[src/rtl/serial_pattern_feeder.sv]
// serial_pattern_feeder: debounced step/load buttons drive a serial pattern
// bit-by-bit, each followed by a clean stretched shift clock for the detector.
module serial_pattern_feeder #(
  parameter int DEB_CYCLES = 500000,
  parameter int STEP_HIGH  = 25000000
) (
  input  logic        CLOCK_50,
  input  logic [17:0] SW,
  input  logic [3:0]  KEY,
  output logic        ser_out,
  output logic        step_clk,
  output logic [17:0] LEDR
);

  typedef enum logic [1:0] {
    EMPTY,
    READY,
    DONE
  } state_t;

  localparam int DW = $clog2(DEB_CYCLES + 1);
  localparam logic [DW-1:0] DMAX = DW'(DEB_CYCLES - 1);
  localparam int HW = $clog2(STEP_HIGH + 1);
  localparam logic [HW-1:0] HMAX = HW'(STEP_HIGH - 1);

  logic rst_n;
  assign rst_n = SW[17];

  logic unused_ok;
  assign unused_ok = ^{KEY[1:0], SW[16:9]};

  logic [1:0] raw;
  logic [1:0] s1;
  logic [1:0] s2;
  logic [1:0] press;
  assign raw = KEY[3:2];

  always_ff @(posedge CLOCK_50 or negedge rst_n) begin
    if (!rst_n) begin
      s1 <= 2'b11;
      s2 <= 2'b11;
    end else begin
      s1 <= raw;
      s2 <= s1;
    end
  end

  // press[1] = step, press[0] = load
  for (genvar b = 0; b < 2; b++) begin : g_deb
    logic [DW-1:0] cnt;
    logic          deb;
    logic          diff;
    logic          hit;

    assign diff = s2[b] != deb;
    assign hit = diff && (cnt == DMAX);
    // pulse in the cycle the debounced level is about to fall
    assign press[b] = hit && deb;

    always_ff @(posedge CLOCK_50 or negedge rst_n) begin
      if (!rst_n) begin
        cnt <= '0;
        deb <= 1'b1;
      end else if (!diff) begin
        cnt <= '0;
      end else if (hit) begin
        cnt <= '0;
        deb <= s2[b];
      end else begin
        cnt <= cnt + 1'b1;
      end
    end
  end

  logic step_p;
  logic load_p;
  assign step_p = press[1];
  assign load_p = press[0];

  state_t        state;
  state_t        nstate;
  logic [7:0]    pat;
  logic [7:0]    shreg;
  logic [3:0]    left;
  logic [HW-1:0] hcnt;
  logic          arm;
  logic          busy;
  logic          do_load;
  logic          do_step;
  logic          do_loop;

  assign busy = step_clk | arm;

  always_ff @(posedge CLOCK_50 or negedge rst_n) begin
    if (!rst_n) state <= EMPTY;
    else        state <= nstate;
  end

  always_comb begin
    nstate = state;
    unique case (1'b1)
      do_load: nstate = READY;
      do_step: nstate = (left == 4'd1) ? DONE : READY;
      do_loop: nstate = READY;
      default: nstate = state;
    endcase
  end

  always_comb begin
    do_load = load_p;
    do_step = 1'b0;
    do_loop = 1'b0;
    if (step_p && !load_p && !busy) begin
      unique case (state)
        READY:   do_step = 1'b1;
        DONE:    do_loop = SW[8];
        default: do_step = 1'b0;
      endcase
    end
  end

  always_ff @(posedge CLOCK_50 or negedge rst_n) begin
    if (!rst_n) begin
      pat     <= '0;
      shreg   <= '0;
      left    <= '0;
      ser_out <= 1'b0;
    end else if (do_load) begin
      pat   <= SW[7:0];
      shreg <= SW[7:0];
      left  <= 4'd8;
    end else if (do_step) begin
      ser_out <= shreg[7];
      shreg   <= {shreg[6:0], 1'b0};
      left    <= left - 4'd1;
    end else if (do_loop) begin
      ser_out <= pat[7];
      shreg   <= {pat[6:0], 1'b0};
      left    <= 4'd7;
    end
  end

  // one idle cycle between data update and the clock rise
  always_ff @(posedge CLOCK_50 or negedge rst_n) begin
    if (!rst_n) begin
      arm      <= 1'b0;
      step_clk <= 1'b0;
      hcnt     <= '0;
    end else begin
      arm <= do_step | do_loop;
      if (arm) begin
        step_clk <= 1'b1;
        hcnt     <= '0;
      end else if (step_clk) begin
        if (hcnt == HMAX) step_clk <= 1'b0;
        else              hcnt <= hcnt + 1'b1;
      end
    end
  end

  assign LEDR = {state == DONE, step_clk, 4'b0000, left, shreg};

endmodule

[config.mk]
export PLATFORM = sky130hd
export DESIGN_NAME = serial_pattern_feeder
export DESIGN_NICKNAME = d
export VERILOG_FILES = /design/src/rtl/serial_pattern_feeder.sv
export SDC_FILE = /design/constraint.sdc
export NUM_CORES = 1
export LEC_CHECK = 0
export BUFFER_PORTS_ARGS = -buffer_cell sky130_fd_sc_hd__buf_4
export CORE_MARGIN = 1
export CORE_UTILIZATION = 50
export CTS_CLUSTER_DIAMETER = 100
export DETAILED_ROUTE_END_ITERATION = 10
export GPL_TIMING_DRIVEN = 0
export PLACE_DENSITY = 0.69
export SYNTH_ARGS = -nofsm -noshare
export SYNTH_HDL_FRONTEND = slang
export SYNTH_SLANG_ARGS = --single-unit
[constraint.sdc]
create_clock -name CLOCK_50 -period 5.18 [get_ports CLOCK_50]
set_input_delay 0.518 -clock CLOCK_50 [delete_from_list [all_inputs] [get_ports CLOCK_50]]
set_output_delay 0.518 -clock CLOCK_50 [all_outputs]
set_load 0.01 [all_outputs]
# Word-level counts from Yosys, hierarchy flattened
# Cells that the tools add are included.
[word_totals]
in_bits = 23
latch_bits = 0
ff_bits = 94
mem_bits_ro = 0
ramBits = 0
output_inout_bits = 20
n_memories = 0
[classes]
n_div = 0
add_sub_neg = 4
n_shift = 0
n_eq_ne = 9
mux = 24
order_cmp = 0
bitwise_logic = 3
multipliers = 0
n_reduce_logical = 17
[op_table]
columns = ["operator", "count"]
rows = [
  ["two-way mux 19 bit", 4],
  ["two-way mux 25 bit", 3],
  ["adder 19 x 1 -> 19 bit, second input constant", 2],
  ["equality test 19 bit, second input constant", 2],
  ["adder 25 x 1 -> 25 bit, second input constant", 1],
  ["equality test 25 bit, second input constant", 1],
  ["two-way mux 8 bit", 3],
  ["two-way mux 4 bit", 3],
  ["two-way mux 1 bit", 9],
  ["AND reduction 2 bit", 4],
  ["logical AND 1 bit", 6],
  ["nonzero test 2 bit", 3],
  ["equality test 4 x 1 -> 1 bit, second input constant", 1],
  ["case mux 2 bit (2 select lines)", 1],
  ["subtractor 4 x 1 -> 4 bit, second input constant", 1],
  ["nonzero test 3 bit", 1],
  ["equality test 2 x 1 -> 1 bit, second input constant", 1],
  ["equality test 2 bit, second input constant", 1],
  ["zero test 1 bit", 2],
  ["two-way mux 2 bit", 1],
  ["inequality test 1 bit", 2],
  ["inequality test 2 bit, second input constant", 1],
  ["OR 1 bit", 2],
  ["OR reduction 2 bit", 1],
  ["inverter 1 bit", 1],
]

# Depth between registers and ports, before layout
[depth]
word_depth = 10
ltp_mapped = 8
depth_no_buf = 7

# Worst setup path after synthesis
# No wires, ideal clock.
[synth_path]
kind = "reg2reg"
startpoint = "reg g_deb[1].cnt[0]"
endpoint = "reg ser_out"
stages_incl_launch_ff = 8
t_arrival_ns = 2.182
path_slack_ns = 2.873
cell_sequence = "dfrtp_1 ha_1 nand3_1 or4_4 nor3_4 nand3b_4 mux2_4 mux2_4"
[synth_between]
elab_chain_cells = 8
elab_cells_between_ends = 10
[synth_lines]
columns = ["item", "line", "source"]
rows = [
  ["start, declared", "50", "logic [DW-1:0] cnt;"],
  ["start signal, assigned", "70", "cnt <= cnt + 1'b1;"],
  ["equality test 19 bit (*)", "56", "assign hit = diff && (cnt == DMAX);"],
  ["logical AND 1 bit (*)", "56", ""],
  ["logical AND 1 bit (*)", "58", "assign press[b] = hit && deb;"],
  ["logical AND 1 bit (*) (2 in a row)", "113", "if (step_p && !load_p && !busy) begin"],
  ["two-way mux 1 bit", "113", ""],
  ["nonzero test 2 bit (no source line)", "n/a", ""],
  ["AND reduction 2 bit (no source line)", "n/a", ""],
  ["end signal, assigned", "133", "ser_out <= shreg[7];"],
  ["end signal, assigned", "137", "ser_out <= pat[7];"],
  ["end, declared", "10", "output logic ser_out,"],
]
# Every way passes the cells marked *; elsewhere a longest branch is shown, timed or not.
# A chain may end at the register's enable or synchronous reset.

# Worst setup path in the final report
[layout_path]
startpoint = "reg g_deb[1].cnt[0]"
endpoint = "reg shreg[4]"
[layout_between]
elab_chain_cells = 8
elab_cells_between_ends = 10
[layout_lines]
columns = ["item", "line", "source"]
rows = [
  ["equality test 19 bit (*)", "56", ""],
  ["logical AND 1 bit (*)", "56", ""],
  ["logical AND 1 bit (*)", "58", ""],
  ["logical AND 1 bit (*) (2 in a row)", "113", ""],
  ["two-way mux 1 bit", "113", ""],
  ["two-way mux 8 bit", "132", "end else if (do_step) begin"],
  ["two-way mux 8 bit", "128", "end else if (do_load) begin"],
  ["end signal, assigned", "130", "shreg <= SW[7:0];"],
  ["end signal, assigned", "134", "shreg <= {shreg[6:0], 1'b0};"],
  ["end signal, assigned", "138", "shreg <= {pat[6:0], 1'b0};"],
  ["end, declared", "83", "logic [7:0] shreg;"],
]
# Marked as above.

==> results.toml <==
[run_status]
run_status = "finished, final reports clean"

[cells_and_area]
nFillCells = 763
final_cell_area_um2 = 5170
final_util = 0.584
n_antenna_cell = 0
stdcell_count = 611
fin_nets = 527
syn_to_final_growth_pct = 11.2
drive_above_1_share = 0.143

[critical_path]
rrSetupSlack_ns = 2.55
path_class = "reg2reg"
worstPathRequired_ns = 5.44
cp-end-kind = "flip-flop"
reg2reg_depth = 7
worstReg2RegStart = "g_deb[1].cnt[0]"
r2r-end = "shreg[4]"
arrival_ns = 2.89
timing.critical_path.fanout_max = 10
crit_path_start_kind = "flip-flop"

[timing]
maxSlewViolCount = 0
finalHoldViolCount = 0
setup_viol = 0
fin_crit_sh = 0.508
skew_ns = 0.0181
max_clock_freq_mhz = 380
max_slew_margin = 0.240
tns_ns = 0
rsz0062_at_grt = "false"
worst_slew_pin_slew_ns = 1.14
fin_crit_ns = 2.63

[hold_path]
min-delay-start = "KEY[3]"
hold_end = "s1[1]"
hp-class = "in2reg"
hold_path_depth = 1

[floorplan]
die_h_um = 98.4
io_pins = 43
row_count = 34
dieArea_um2 = 9690
core_area_um2 = 8850
start_util = 0.525
die_x_um = 98.4

[route]
avgViaCountPerCell = 5.52
initialDrtViolationCount = 188
antenna_left = 0
wirelength_mm = 8.85
detail_route.wl_per_cell_um = 14.5
drtPass1Iterations = 6
drc_errors = 0
num_vias = 3374

[clocking]
cts.clk_slew.worst_paths_ns = 0.10
htreeDepth = 3
cts.sinks = 94
cts-root-buf = "clkbuf_8"
clockBufferDepth = 2
cts_hold_buf = 0
post-cts-setup-buffers = 0
cts_tree = "yes"
cts_buffers = 9
post_cts_resized = 0
insertion_delay_ns = 0.37

[synth]
ys_ff_latch = 94
synth_edf_count = 0
synth_top_area_cell = "dfrtp_1"
synth.area.top_cells = "dfrtp_1, xor2_1, nor2_1, dfstp_2, nand3_1"
yosysWarnings = 0
synth_common_cells = "dfrtp_1, nor2_1, xor2_1"
avgSynthCellArea_um2 = 10.2
synth_most_common_cell = "dfrtp_1"
async_flop_share = 1.00
ys_seq_area_frac = 0.508
ys_types = 48
syn-cell-area_um2 = 4650
yosysTopAreaCellShare = 0.474
netlist_instances = 457
synthFlopType = "dfrtp_1"

[global_route]
grt_max_degree = 95
globalRouteTotalUtil = 0.200
grt_pass1_wl_mm = 15.4
antenna_found_initial = 0
grt.overflow.total = 0
grt_pass1_vias = 3206

[power_and_ir_drop]
power.switching_w = 0.000288
p_leak_nw = 2.36
p_comb_frac = 0.031
intPower_w = 0.000925
swShare = 0.237
seq_power_share = 0.614
max-vdd-ir-drop_mv = 0.185
power.density_nw_per_um2 = 234
pwr-share-clk = 0.355

[place]
numPortBuffers = 28
hpwl_mm = 6.13
post-place-cells = 596
placed_area_um2 = 5010
place.gp.congestion = 0.822

[flow_run]
cap_violations = 0
==> worst max-delay path by stage <==
stage                         start  endpoint  cells past startpoint
floorplan           g_deb[1].cnt[0]   ser_out                      7
global placement    g_deb[1].cnt[0]  shreg[4]                      7
detailed placement  g_deb[1].cnt[0]  shreg[4]                      7
CTS                 g_deb[1].cnt[0]  shreg[4]                      7
global route        g_deb[1].cnt[0]  shreg[6]                      7
finish              g_deb[1].cnt[0]  shreg[4]                      7
==> cell usage in the layout (no fill, tap or decap), types with 4 or more instances in the layout <==
master,synthesis,final
a21oi_1,8,8
a22oi_1,7,7
and3_1,11,11
and4_1,10,10
buf_4,5,33
clkbuf_1,9,10
clkbuf_8,0,9
conb_1,1,4
dfrtp_1,88,88
dfstp_2,6,6
ha_1,5,5
inv_1,10,10
mux2_2,9,9
mux2i_1,6,6
nand2_1,33,33
nand3_1,28,28
nand4_1,18,18
nor2_1,67,67
nor2b_1,6,6
nor3_1,10,10
nor4_1,4,4
o21ai_0,12,12
o21ai_1,6,6
or3_1,6,6
xnor2_1,13,13
xor2_1,44,44
==> logic make-up after synthesis <==
| kind of cell | synth area share |
|---|---|
| AOI/OAI and AO/OA | 0.0490 |
| xor gates and xnor gates | 0.107 |
| adders and majority gates | 0.0135 |
| buffers and inverters | 0.0293 |
| DFF | 0.508 |
| muxes | 0.0412 |
| other | 0.000807 |
| and+or+nand+nor | 0.251 |
==> critical path, stage by stage, from the launching register on <==
cell and delay, ns:
dfrtp_1 0.39, ha_1 0.21, nand3_1 0.23, or4_4 0.63
nor4b_4 0.54, buf_6 0.23, mux2i_1 0.22, o21ai_1 0.07
==> routing by layer <==
metal | global-route usage | routed length (um) | vias to the layer above
met4 | 0.0758 | 137 | 0
met2 | 0.310 | 4060 | 52
met1 | 0.283 | 4440 | 1642
met5 | 0 | 0 | -
li1 | - | - | 1669
met3 | 0.0326 | 221 | 11
==> metrics by stage <==
stage | power [W] | setup WS [ns] | hold WS (ns)
2_1_floorplan | 0.000772 | 2.87 | 0.222
3_3_place_gp | 0.000797 | 2.59 | 0.346
3_5_place_dp | 0.000798 | 2.56 | 0.349
4_1_cts | 0.00123 | 2.57 | 0.242
5_1_grt | 0.00127 | 2.39 | 0.236
6_report | 0.00121 | 2.55 | 0.253
==> power by group through the flow <==
stage	logic (W)	registers [W]	clock network, W
CTS	0.0000395	0.000744	0.000446
global placement	0.0000386	0.000758	0
floorplan	0.0000144	0.000758	0
finish	0.0000377	0.000744	0.000431
detailed placement	0.0000394	0.000759	0
global route	0.0000443	0.000745	0.000477
==> final cells by class <==
class | count | area, um^2 | share of cell area
flip-flops and latches | 94 | 2360 | 0.456
inverters | 10 | 37.5 | 0.00726
clock inverters | 5 | 37.5 | 0.00726
clock buffers | 10 | 128 | 0.0247
plain buffers | 17 | 98.8 | 0.0191
multi-input cells | 339 | 2160 | 0.419
well taps | 108 | 135 | 0.0261
repair buffers | 28 | 210 | 0.0406
==> flip-flops by register name, indices dropped and copies added (netlist names) <==
signal,cells
g_deb.cnt,38
hcnt,25
s2,2
step_clk,1
pat,8
g_deb.deb,2
arm,1
ser_out,1
left,4
state,2
s1,2
shreg,8
Note: power is estimated with default switching activity, not from simulation.
